===== config.mk =====
export PLATFORM = sky130hd
export DESIGN_NAME = alu_sequencer
export DESIGN_NICKNAME = d
export VERILOG_FILES = /design/src/rtl/alu_sequencer.sv
export SDC_FILE = /design/constraint.sdc
export NUM_CORES = 1
export LEC_CHECK = 0
export CORE_MARGIN = 2
export CORE_UTILIZATION = 41
export CTS_CLUSTER_DIAMETER = 30
export DETAILED_ROUTE_END_ITERATION = 8
export PLACE_DENSITY = 0.77
export SKIP_LAST_GASP = 1
export SLEW_MARGIN = 20
export SYNTH_ARGS = -nofsm -noshare
export SYNTH_HDL_FRONTEND = slang
export SYNTH_SLANG_ARGS = --single-unit

===== constraint.sdc =====
create_clock -name clk_i -period 2.55 [get_ports clk_i]
set_input_delay 0.3825 -clock clk_i [delete_from_list [all_inputs] [get_ports clk_i]]
set_output_delay 0.3825 -clock clk_i [all_outputs]
set_load 0.1 [all_outputs]

===== src/rtl/alu_sequencer.sv =====
// ALU sequencing stage: operand select, request strobe, settle wait,
// result capture and writeback handshake.
package pkg;
    typedef enum logic [3:0] {
        ADD, SUB, SLL, SRL, SRA, SLT, SLTU,
        XOR_OP, OR_OP, AND_OP,
        LT, LTU, GE, GEU, EQ, NE
    } alu_op;
endpackage

module alu_sequencer
    import pkg::*;
#(
    parameter int SETTLE_CYCLES = 2
) (
    input  logic        clk_i,
    input  logic        rst_i,
    input  logic        in_valid_i,
    output logic        in_ready_o,
    input  alu_op       op_i,
    input  logic [31:0] rs1_i,
    input  logic [31:0] rs2_i,
    input  logic [31:0] imm_i,
    input  logic [31:0] pc_i,
    input  logic        use_imm_i,
    input  logic        use_pc_i,
    input  logic [4:0]  rd_i,
    output logic        alu_req_o,
    output alu_op       alu_operator_o,
    output logic [31:0] alu_op_a_o,
    output logic [31:0] alu_op_b_o,
    input  logic [31:0] alu_result_i,
    output logic        out_valid_o,
    input  logic        out_ready_i,
    output logic [31:0] result_o,
    output logic [4:0]  rd_o,
    output logic        we_o,
    output logic        branch_o,
    output logic        taken_o,
    output logic [31:0] target_o
);

    if (SETTLE_CYCLES < 1) begin : g_bad_settle
        $error("SETTLE_CYCLES must be >= 1");
    end

    localparam int CW = (SETTLE_CYCLES > 1) ? $clog2(SETTLE_CYCLES) : 1;

    typedef enum logic [2:0] {
        IDLE, SETUP, PULSE, WAIT, DONE
    } state_t;

    state_t       state_q, state_d;
    logic [CW-1:0] cnt_q;
    logic [4:0]   rd_q;
    logic         branch_q;
    logic [31:0]  target_q;
    logic         accept;
    logic         is_branch;
    logic         capture;

    assign in_ready_o = !rst_i &&
        ((state_q == IDLE) || (state_q == DONE && out_ready_i));
    assign accept  = in_valid_i && in_ready_o;
    assign capture = (state_q == WAIT) && (cnt_q == '0);
    assign is_branch = op_i inside {LT, LTU, GE, GEU, EQ, NE};

    always_comb begin
        state_d = state_q;
        unique case (state_q)
            IDLE:  if (accept) state_d = SETUP;
            SETUP: state_d = PULSE;
            PULSE: state_d = WAIT;
            WAIT:  if (cnt_q == '0) state_d = DONE;
            DONE:  if (out_ready_i) state_d = in_valid_i ? SETUP : IDLE;
            default: state_d = IDLE;
        endcase
    end

    always_ff @(posedge clk_i) begin
        if (rst_i) begin
            state_q        <= IDLE;
            cnt_q          <= '0;
            alu_req_o      <= 1'b0;
            alu_operator_o <= ADD;
            alu_op_a_o     <= '0;
            alu_op_b_o     <= '0;
            rd_q           <= '0;
            branch_q       <= 1'b0;
            target_q       <= '0;
            out_valid_o    <= 1'b0;
            result_o       <= '0;
            rd_o           <= '0;
            we_o           <= 1'b0;
            branch_o       <= 1'b0;
            taken_o        <= 1'b0;
            target_o       <= '0;
        end else begin
            state_q <= state_d;
            // Strobe is a registered copy of PULSE, so the ALU sees a
            // clean edge with operands already a full cycle old.
            alu_req_o <= (state_q == PULSE);
            if (state_q == PULSE)
                cnt_q <= CW'(SETTLE_CYCLES - 1);
            else if (state_q == WAIT && cnt_q != '0)
                cnt_q <= cnt_q - 1'b1;
            if (accept) begin
                alu_operator_o <= op_i;
                alu_op_a_o <= (!is_branch && use_pc_i) ? pc_i : rs1_i;
                alu_op_b_o <= (!is_branch && use_imm_i) ? imm_i : rs2_i;
                rd_q       <= rd_i;
                branch_q   <= is_branch;
                target_q   <= pc_i + imm_i;
            end
            if (capture) begin
                out_valid_o <= 1'b1;
                result_o    <= alu_result_i;
                rd_o        <= rd_q;
                we_o        <= !branch_q && (rd_q != 5'd0);
                branch_o    <= branch_q;
                taken_o     <= branch_q && alu_result_i[0];
                target_o    <= branch_q ? target_q : 32'd0;
            end else if (state_q == DONE && out_ready_i) begin
                out_valid_o <= 1'b0;
            end
        end
    end

endmodule


======== Word level (Yosys, flattened, before mapping) ========
Index checks and enable logic that the tools add are counted.
Widths: inputs -> output; s select.
operators by class
  $add $sub $neg .......................... 2
  equal/unequal tests ..................... 13
  muxes and demuxes ....................... 12
  bitwise logic cells ..................... 1
  reduce and logical (&&, ||, !) cells .... 19
operator list
  kind                 number
  $mux 32              3
  $add 32x32->32       1
  $eq 4x4->1 const B   6
  $pmux 3 s5           1
  $logic_and 1x1->1    9
  $mux 3               3
  $eq 3x2->1 const B   2
  $ne 2x2->1 const B   3
  $reduce_bool 6->1    1
  $mux 1               5
  $reduce_bool 5->1    1
  $reduce_bool 2->1    2
  $eq 3x1->1 const B   1
  $eq 3x3->1 const B   1
  $logic_not 1->1      3
  $logic_not 3->1      1
  $reduce_and 3->1     1
  $logic_or 1x1->1     1
  $not 1->1            1
  $sub 1x1->1 const B  1
word-level totals
  flip-flop bits (word level) ............. 184
  input port bits ......................... 175
  output and inout bits ................... 143
  word-level logic and storage cells ...... 63

======== Depth between registers and ports, before layout ========
  word-level depth ........................ 7
  depth in mapped cells ................... 10
  gate-level depth less buffers ........... 10

======== Worst setup path after synthesis ========
Ideal clock, no wire load.
  kind .................................... register -> register
  from .................................... reg state_q[0]
  to ...................................... reg alu_op_a_o[0]
  library setup time ...................... 0.142 ns
  arrival ................................. 4.524 ns
  data required time ...................... 2.408 ns
  setup slack ............................. -2.115 ns
  stages on the path, launching flop included .. 6
  path buffers ............................ 2
  clock period less this slack ............ 4.665 ns
  cells stage by stage .................... dfxtp_1 nor4_1 and2_1 clkbuf_1 clkbuf_1 a311oi_1
on the way
  word-level cells in the longest chain between the ends .. 5
  elaborated cells between the ends (all ways) .. 6
  those cells by class .................... 1 x eq/ne; 5 x reduce/logical
ends and longest elaborated chain
  what                    RTL line  RTL
  start, declared         53        state_t state_q, state_d;
  start signal, assigned  99        state_q <= state_d;
  $eq 3x3->1              63        ((state_q == IDLE) || (state_q == DONE && out_ready_i));
  $logic_and 1x1->1       63
  $logic_or 1x1->1 (*)    63
  $logic_and 1x1->1 (*)   62        assign in_ready_o = !rst_i &&
  via in_ready_o          19        output logic in_ready_o,
  $logic_and 1x1->1 (*)   64        assign accept = in_valid_i && in_ready_o;
  end signal, assigned    109       alu_op_a_o <= (!is_branch && use_pc_i) ? pc_i : rs1_i;
  end, declared           30        output logic [31:0] alu_op_a_o,
Mark *: on every way through the listed nets, which the timed path passes. The rest lies on a longest branch.
A chain may end at the register's enable or synchronous reset.

======== Worst setup path in the final report ========
  from .................................... in pc_i[4]
  to ...................................... reg target_q[28]
on the way
  word-level cells in the longest chain between the ends .. 1
ends and longest elaborated chain
  what                  RTL line  RTL
  start, declared       24        input logic [31:0] pc_i,
  $add 32x32->32        113       target_q <= pc_i + imm_i;
  end signal, assigned  113
  end, declared         57        logic [31:0] target_q;
No other way between the ends.

==> results.md <==
- Clock buffer count from CTS: 17
- Layout cell share with drive strength beyond 1: ~22%
- DRC marker count from the first detailed-route iteration: between 400 and 500
- Crit path launch: pc_i[4]
- Fin Hold WS: around 0.34 ns
- Worst setup SP type: primary input
- Fin nets: approximately 1700
- Synth area leaders: dfxtp_1, nand2_1, a311oi_1
- Clk_skew: between 0.015 and 0.02 ns
- Worst IR Drop VDD: between 0.4 and 0.5 mV
- Seq cells post-synth: 184
- Vias in the first global route: 8850
- Fillers: roughly 1800
- Slew margin rel.: 44.57%
- Met2 wire len: roughly 14000 um
- FMAX: a little over 400 MHz
- Placed Cells: between 1500 and 2000
- Finished Layout Cells: around 1700
- DR WL/cell: around 17 um
- Final worst-path cycle share: between 90% and 100%
- Sw frac: between 30% and 40%
- Slowest cell on crit path: clkdlybuf4s50_1
- Crit-path cells: clkdlybuf4s50_1 > ha_4 > and2_1 > a221oi_2 > a21oi_2 > o31a_1 > o21bai_1 > a21oi_1 > or3_1 > nand3_1
- Overflow after GRT: 0
- WL met1: ~12000 um
- CP Capture Type: flip-flop
- Via Count: a little over 9000
- Hold Startpoint: imm_i[0]
- Syn_area_per_cell: approximately 8.0 um2
- Area of the die: about 23000 um2
- Detailed Route WL: between 20000 and 30000 um
- Class of the worst hold path: primary input to flip-flop
- Highest metal used: met4
- Die H: 150.8 um
- Global-route wire length before repair: around 45000 um
- Dpl cell area: around 12000 um2
- Final Setup Violations: 0
- Cell area after layout: roughly 13000 um2
- Critical Path Max Stage Delay: 0.55 ns
- Die X: between 150 and 200 um
- Synthesized Nets: around 1300
- Combinational power share: 31.3%
- Status: completed
- Utilization after layout: around 63%
- HPWL after DPL: ~22000 um
- Largest net degree at the start of global routing: 185
- CTS clk-pin slew, worst paths: ~0.080 ns
- Final TNS setup: 0 ns
- Mapped Area: slightly below 9000 um2
- Post-synth ARST share: 0%
- Crit path kind: primary input to flip-flop
- Num rows: 53
- Drt pass-1 iters: 4
- Worst Max-Slew Pin Slew: 0.8314 ns
- Worst path required time: ~2.9 ns
- Number of synthesized flops with an enable pin: 0
- Yosys Warn Count: 0
- CTS Sinks: between 150 and 200
- CTS Hold Buffers Added: 0
- Worst reg2reg startpoint: state_q[2]
- Placer Congestion: between 0.8 and 0.9
- Top FF cell, synth: dfxtp_1
- Final hold violations: 0
- Area share of the largest cell type after synthesis: between 40% and 50%
- Slew Limit Fails: 0
- Cell variety after synth: 64
- Cells after Synth: 1100
- Synth area leader: dfxtp_1
- # diodes: 0
- Sequential share of the synthesized area: 41.72%
- Met3 wire length: approximately 2400 um
- Net Switching: 3.124 mW
- ANT nets after route: 0
- Ports: 318
- Drt via density: about 5.4
- IO Port Bufs: between 300 and 400
- Reg power frac: approximately 38%
- GRT Total Usage: about a quarter
- Core Region: 21090 um2
- Power Density: 643.8 nW/um2
- CP arrival: between 2 and 3 ns
- TritonCTS clock tree: built
- Clk Latency, worst-skew pair: between 0.4 and 0.5 ns
- Clock Power Share: a little under a third
- Initial Util: a little over two fifths
- Min cycle time layout: 2.478 ns
- Clock root buffer: clkbuf_16
- Maxcap violations: 0
- Initial antenna violation count: 0
- Worst-path fanout max: 4
- H-Tree Depth: 4
- CTS Buffer Depth: 2
- Leakage Power: ~5.4 nW
- Int Pwr: 5.373 mW
- DRC violations left: 0
- Area Overhead vs Synth: 49.48%
## power groups by stage
stage | sequential (mW) | combinational (mW) | clock [mW]
after floorplan | 4.07 | 0.885 | 0
after global placement | 3.26 | 2.60 | 0
after detailed placement | 3.26 | 2.62 | 0
after CTS | 3.20 | 2.63 | 2.69
after global routing | 3.22 | 2.83 | 2.79
final | 3.20 | 2.66 | 2.64
## cell usage after synthesis, types with 5 or more instances
library cell and n:
a31oi_1 5, buf_6 6, nand4_1 5, o21ai_0 23
xnor2_1 13, o21ai_1 15, dfxtp_1 184, nand3b_1 41
ha_1 31, clkbuf_1 76, a21oi_1 105, a311oi_1 64
buf_2 9, a21o_1 19, nand3_1 108, nand2_1 215
o21a_1 5, nor2_1 86, xor2_1 12
## timing repair
| item | 4_1_cts | 5_1_grt |
|---|---|---|
| gates resized for setup | 1 | 18 |
| setup buffers | 0 | 2 |
| pin swaps | 0 | 6 |
| endpoints found under the setup margin | 1 | 13 |
| gates cloned | 0 | 0 |
## registers in the layout (all words and copies together), names as in the netlist
register        count
branch_o            1
result_o           32
branch_q            1
taken_o             1
rd_o                5
state_q             3
target_q           32
alu_req_o           1
alu_operator_o      4
out_valid_o         1
we_o                1
target_o           32
cnt_q               1
alu_op_b_o         32
alu_op_a_o         32
rd_q                5
## critical path: cells and delay by family
| kind | cells | cell delay (ns) |
|---|---|---|
| AOI/OAI and AO/OA | 5 | 1.03 |
| and+or+nand+nor | 3 | 0.64 |
| buffers and inverters | 1 | 0.55 |
| adders and majority gates | 1 | 0.25 |
## layer usage
layer / vias to the layer above / global-route usage (%)
met5: - / 0
met2: 349 / 43.16
met3: 35 / 6.727
met4: 0 / 7.523
li1: 4605 / -
met1: 4341 / 30.28
## layout by cell type, fill, tap and decap left out, types with 6 or more instances in the layout
cell type / n
a21o_1: 19
ha_1: 27
xor2_1: 12
xnor2_1: 13
nor2_1: 86
clkbuf_16: 17
nand3_1: 107
o21ai_1: 14
a311oi_1: 64
dfxtp_1: 184
a21oi_1: 105
clkdlybuf4s50_1: 168
nand2_1: 215
inv_6: 6
buf_4: 246
buf_12: 8
o21ai_0: 22
nand3b_1: 41
## final cells by class
class | instances | area (um2) | area share [%]
well taps | 275 | 344.1 | 2.607
clock buffers | 18 | 439.2 | 3.327
clock inverters | 14 | 150.1 | 1.138
multi-input cells | 816 | 4808 | 36.43
repair buffers | 428 | 3762 | 28.51
inverters | 3 | 11.26 | 0.08532
flip-flops and latches | 184 | 3684 | 27.91
## path summary, 6_finish.rpt
path,endpoint,slack [ns],cells after the start
setup / recovery,target_q[28],0.07,10
hold reg to reg,target_o[13],0.45,2
setup reg to reg,alu_op_b_o[5],0.76,6
hold / removal,alu_op_b_o[0],0.34,3
## cell families after synthesis
kind of cell	count (synthesis)	share of synthesized area (%)
simple gates	489	25.49
compound gates	269	20.42
flops	184	41.72
buf+inv	100	5.158
fa+ha+maj	32	4.620
xor+xnor	25	2.480
mux	1	0.1134
## through the flow
stage                     worst slack [ns]  power [mW]
after floorplan                   -0.04857       4.957
after global placement             -0.4146       5.855
after detailed placement           -0.4506       5.882
after CTS                         0.006355       8.515
after global routing              -0.01608       8.840
final                              0.07192       8.497
No activity file was read; power rests on OpenSTA's default activity.
